===== src/rtl/ctrl_riesgos.sv =====
`default_nettype none
// ============================================================================
//  Module   : ctrl_riesgos
//  Purpose  : Hazard and stall controller for the 5-stage MIPS pipeline.
//             Drives PC / IF/ID / ID/EX / EX/MEM enables plus the IF/ID flush
//             and ID/EX bubble controls. Handles load-use hazards, jump
//             redirects and multi-cycle data-memory accesses (req/ack with a
//             timeout), and counts stall cycles for performance debug.
//  Ports    :
//    clk, rst_n            clock, synchronous active-low reset
//    id_rs, id_rt          source register fields of the ID instruction
//    id_use_rs, id_use_rt  ID instruction actually reads rs / rt
//    id_sel_dir            next-PC select from the decoder (00 = PC+4)
//    ex_memread, ex_rd     EX instruction is a load, and its destination
//    mem_req, mem_ack      data-memory access handshake in MEM
//    pc_en, ifid_en        PC and IF/ID load enables
//    ifid_flush            turn IF/ID into a NOP
//    idex_en, idex_bubble  ID/EX enable and control-field clear
//    exmem_en              EX/MEM and MEM/WB enable
//    mem_err               sticky memory-timeout flag
//    stall_cnt             saturating count of cycles with pc_en = 0
//  Revision : 1.0 - initial release
// ============================================================================
module ctrl_riesgos #(
    parameter int MEM_TIMEOUT = 16,
    parameter int CNT_W       = 16
) (
    input  logic             clk,
    input  logic             rst_n,
    input  logic [4:0]       id_rs,
    input  logic [4:0]       id_rt,
    input  logic             id_use_rs,
    input  logic             id_use_rt,
    input  logic [1:0]       id_sel_dir,
    input  logic             ex_memread,
    input  logic [4:0]       ex_rd,
    input  logic             mem_req,
    input  logic             mem_ack,
    output logic             pc_en,
    output logic             ifid_en,
    output logic             ifid_flush,
    output logic             idex_en,
    output logic             idex_bubble,
    output logic             exmem_en,
    output logic             mem_err,
    output logic [CNT_W-1:0] stall_cnt
);

    typedef enum logic [0:0] {
        ST_RUN  = 1'b0,
        ST_WAIT = 1'b1
    } state_t;

    localparam logic [7:0] c_timeout = 8'(MEM_TIMEOUT);

    state_t             r_state;
    logic [7:0]         r_wcnt;
    logic               r_mem_err;
    logic [CNT_W-1:0]   r_stall_cnt;

    logic               w_frz;
    logic               w_lu;
    logic               w_jmp;
    logic               w_timeout;
    logic               w_freeze;

    // Raw memory-busy term; only meaningful while in RUN.
    assign w_frz = mem_req & ~mem_ack;

    // Load-use: the load in EX writes a register the ID instruction reads.
    // $zero is never a real dependency.
    assign w_lu  = ex_memread & (ex_rd != 5'd0) &
                   ((id_use_rs & (ex_rd == id_rs)) |
                    (id_use_rt & (ex_rd == id_rt)));

    assign w_jmp = (id_sel_dir != 2'b00);

    // Abort cycle: the access is considered finished, so the pipeline is
    // released and the ordinary load-use / jump rules take over.
    assign w_timeout = (r_state == ST_WAIT) & ~mem_ack & (r_wcnt == c_timeout);

    assign w_freeze = (r_state == ST_RUN) ? w_frz
                                          : (~mem_ack & ~w_timeout);

    // Output priority: reset, full freeze, load-use, jump, normal.
    // A jump that is also load-use stalls first; the flush waits until the
    // dependency clears on the following cycle.
    always_comb begin
        pc_en       = 1'b1;
        ifid_en     = 1'b1;
        ifid_flush  = 1'b0;
        idex_en     = 1'b1;
        idex_bubble = 1'b0;
        exmem_en    = 1'b1;
        if (!rst_n) begin
            pc_en       = 1'b0;
            ifid_en     = 1'b0;
            ifid_flush  = 1'b1;
            idex_en     = 1'b0;
            idex_bubble = 1'b1;
            exmem_en    = 1'b0;
        end else if (w_freeze) begin
            pc_en       = 1'b0;
            ifid_en     = 1'b0;
            idex_en     = 1'b0;
            exmem_en    = 1'b0;
        end else if (w_lu) begin
            pc_en       = 1'b0;
            ifid_en     = 1'b0;
            idex_bubble = 1'b1;
        end else if (w_jmp) begin
            ifid_flush  = 1'b1;
        end
    end

    // Access FSM and wait counter. wcnt is loaded with 1 on the first freeze
    // cycle (spent in RUN) so that the abort lands after exactly
    // MEM_TIMEOUT frozen cycles.
    always_ff @(posedge clk) begin
        if (!rst_n) begin
            r_state   <= ST_RUN;
            r_wcnt    <= 8'd0;
            r_mem_err <= 1'b0;
        end else begin
            case (r_state)
                ST_RUN: begin
                    if (w_frz) begin
                        r_state <= ST_WAIT;
                        r_wcnt  <= 8'd1;
                    end
                end
                ST_WAIT: begin
                    if (mem_ack) begin
                        r_state <= ST_RUN;
                    end else if (w_timeout) begin
                        r_state   <= ST_RUN;
                        r_mem_err <= 1'b1;
                    end else begin
                        r_wcnt <= r_wcnt + 8'd1;
                    end
                end
                default: r_state <= ST_RUN;
            endcase
        end
    end

    // Saturating stall counter: counts every out-of-reset cycle with the PC held.
    always_ff @(posedge clk) begin
        if (!rst_n) begin
            r_stall_cnt <= '0;
        end else if (!pc_en && !(&r_stall_cnt)) begin
            r_stall_cnt <= r_stall_cnt + CNT_W'(1);
        end
    end

    assign mem_err   = r_mem_err;
    assign stall_cnt = r_stall_cnt;

endmodule
`default_nettype wire


===== config.mk =====
export PLATFORM = sky130hd
export DESIGN_NAME = ctrl_riesgos
export DESIGN_NICKNAME = d
export VERILOG_FILES = /design/src/rtl/ctrl_riesgos.sv
export SDC_FILE = /design/constraint.sdc
export NUM_CORES = 1
export LEC_CHECK = 0
export BUFFER_PORTS_ARGS = -buffer_cell sky130_fd_sc_hd__clkbuf_2
export CAP_MARGIN = 20
export CORE_MARGIN = 2
export CORE_UTILIZATION = 46
export DETAILED_ROUTE_END_ITERATION = 8
export HOLD_SLACK_MARGIN = 0.06
export PLACE_DENSITY_LB_ADDON = 0.3
export SLEW_MARGIN = 20
export SYNTH_ARGS = -nofsm -noshare
export SYNTH_HDL_FRONTEND = slang
export SYNTH_SLANG_ARGS = --single-unit

===== constraint.sdc =====
create_clock -name clk -period 1.7 [get_ports clk]
set_clock_uncertainty 0.15 [all_clocks]
set_input_delay 0.17 -clock clk [delete_from_list [all_inputs] [get_ports clk]]
set_output_delay 0.17 -clock clk [all_outputs]
set_load 0.005 [all_outputs]

==> results.md <==
- Outcome: complete, but fails checks
- Failing checks: negative setup slack
- Post-DP HPWL: 3110 um
- Post-synth EDFFs: 0
- Port bufs: 46
- Die W: between 60 and 70 um
- Max frequency: between 0.4 and 0.5 GHz
- Fillers: 226
- Setup crit end kind: flip-flop
- Vias in the first global route: 1606
- Final Hold Vio Count: 0
- Area growth syn-to-layout: 60.1%
- Worst skew pair latency: roughly 0.31 ns
- Post-synthesis simple-gate area fraction: 28.8%
- P per Cell Area: ~480 nW/um2
- Period minus WS final: ~2.3 ns
- Synth Area in Compound Gates: between 20% and 30%
- Starting Density: 49.1%
- Slew @ Worst Pin: 0.394 ns
- Logic pwr share: 24.4%
- Mux cell area share after synthesis: less than 1%
- Core area: 3100 um2
- Post-Synth XOR/XNOR Area: between 8 and 9%
- GRT Total Usage: 25.9%
- Final wirelength: 5240 um
- FF-to-FF path depth: 10
- Net Sw Frac: 26.3%
- Post-synthesis sequential area ratio: 34.2%
- Worst vdd ir: 0.000271 V
- Post-Synth Adder-Cell Area: under 10%
- Synth Net Count: 206
- Startpoint Class: flip-flop
- Clock root buffer: clkbuf_4
- CTS tree: done
- Initial antenna violation count: 0
- Avg Cell Area, Syn: about 8.5 um2
- ANT nets after route: 0
- Longest Clk Path Bufs: 2
- Share of power burned in registers: 53.6%
- Synth async-reset ratio: 0%
- Mapped Area: 1520 um2
- YS warnings: 0
- GRT overflow: 0
- Drt drc: 0
- Largest net degree at the start of global routing: 17
- Final Worst Setup Slack: -0.555 ns
- Power Total: 1170 uW
- CP arrival: 2.36 ns
- Ant. Diodes: 0
- Worst-path maximum fanout: 6
- WP data required: 1.80 ns
- Die Ht: 61.5 um
- TritonCTS sink count: 26
- Commonest register cell after synthesis: dfxtp_1
- Largest family of logic cells by synthesized area: simple AND/OR/NAND/NOR gates
- Setup CP Type: reg -> reg
- Fin crit share: 133%
- Hold path cells: 5
- Clock power frac: ~22%
- First-pass GRT wire length: 7220 um
- Via count: 1783
- RD Place Congestion: 0.818
- Commonest cells after routing, fill and taps aside: buf_4, clkbuf_2, nand2_1
- Pint: roughly 860 uW
- Post-Layout Cell Count: 318
- Worst Hold Class: in -> reg
- Post-synth top area share: 34.2%
- Dpl cells: roughly 300
- Slew HR: 73.5%
- Pins Over Slew Limit: 0
- Rows: 20
- P_sw: 308 uW
- Finish-stage setup viols: 25
- Top post-synthesis cells by area: dfxtp_1, xnor2_1, a21oi_1
- # H-tree levels: 1
- TritonCTS buffer count: 3
- Vias per cell: 5.61
- Layout cells sized above 1: between 50% and 60%
- Drt first pass iters: 4
- Worst-path clk slew: about 0.14 ns
- Most common cell after layout, fill and taps aside: buf_4
- Die ar.: 3790 um2
- #FFs+latches synth: 26
- Post-synthesis cell type count: 38
- Area leader, netlist: dfxtp_1
- I/O pin cnt: 47
- Initial drt markers: around 100
- Mapped Cells: 179
- RSZ-0062 raised after global routing: true
- Lkg Pwr: 0.00103 uW
- Final net count: 303
- Max Cap Viol: 0
- Drt wl/cell: between 15 and 20 um
==> power by group through the flow <==
stage	Combinational (uW)	Clock (uW)	Sequential, uW
finish	285	257	626
floorplan	101	0	640
detailed placement	206	0	638
global route	304	287	627
CTS	280	264	625
global placement	199	0	637
==> state kept, by name, indices dropped and copies added (netlist names) <==
name,count
mem_err,1
stall_cnt,16
r_state,1
r_wcnt,8
==> logic make-up after synthesis <==
group / after synthesis
AO/OA/AOI/OAI: 44
XOR/XNOR: 14
buffers and inverters: 15
adder cells (fa/ha/maj): 3
multiplexers: 1
flip-flops: 26
AND/OR/NAND/NOR: 76
==> cells in the mapped netlist (3+ instances only) <==
cell,number
o21ai_1,3
ha_1,3
o21a_1,6
nand3_1,4
or4_1,9
o31ai_1,9
nand2_1,17
nor2_1,9
and3_1,4
or3_1,4
xnor2_1,10
dfxtp_1,26
clkbuf_1,4
and2_1,3
a21oi_1,14
xor2_1,4
nand4_1,10
o21ai_0,3
nor4_1,6
inv_1,5
o31a_1,5
==> area by class of cell <==
type / instances / area, um2 / share of cell area, %
Tap cell: 44 / 55.1 / 2.26
Multi-Input combinational cell: 138 / 1040 / 42.5
Clock buffer: 3 / 22.5 / 0.924
Timing Repair Buffer: 102 / 772 / 31.7
Inverter: 5 / 18.8 / 0.770
Sequential cell: 26 / 534 / 21.9
==> path summary, 6_finish.rpt <==
check                         start                        end  slack [ns]
max          r_wcnt[1]$_SDFFE_PN0P_  stall_cnt[4]$_SDFFE_PN0P_       -0.55
min                         mem_ack       mem_err$_SDFFE_PN0P_         0.1
max reg2reg  r_wcnt[1]$_SDFFE_PN0P_  stall_cnt[4]$_SDFFE_PN0P_       -0.55
min reg2reg    mem_err$_SDFFE_PN0P_       mem_err$_SDFFE_PN0P_        0.35
==> critical path, stage by stage, from the launching register on <==
cell and delay, ns:
dfxtp_2 0.37, inv_2 0.05, ha_4 0.16, a41oi_2 0.20
nor2_2 0.08, a21boi_4 0.15, buf_4 0.15, buf_6 0.13
buf_16 0.13, or4_4 0.50, a21oi_2 0.14
==> layer usage <==
layer	GRT usage [%]	routed length (um)	vias up
met1	32.9	2100	840
li1	-	-	860
met3	3.15	320	9
met5	0	0	-
met4	8.51	79	0
met2	45.4	2740	74
==> timing repair <==
action / in CTS / in global routing
gates resized for setup: 24 / 17
setup endpoints to repair: 24 / 28
cloned: 3 / 0
buffers inserted: 13 / 5
pin swaps: 28 / 10
hold buffers: 0 / 0
==> through the flow <==
step	setup slack (ns)	TNS [ns]	hold slack [ns]	utilization, %	area, um2
after global placement	-0.296	-4.36	0.301	68.8	2130
after CTS	-0.514	-8.66	0.0902	77.3	2400
after global routing	-0.627	-11.44	0.109	78.6	2440
after floorplan	-0.209	-2.63	0.167	-	1560
after detailed placement	-0.298	-4.86	0.326	68.8	2130
final	-0.555	-9.31	0.0969	78.6	2440
Note: power is estimated with default switching activity, not from simulation.
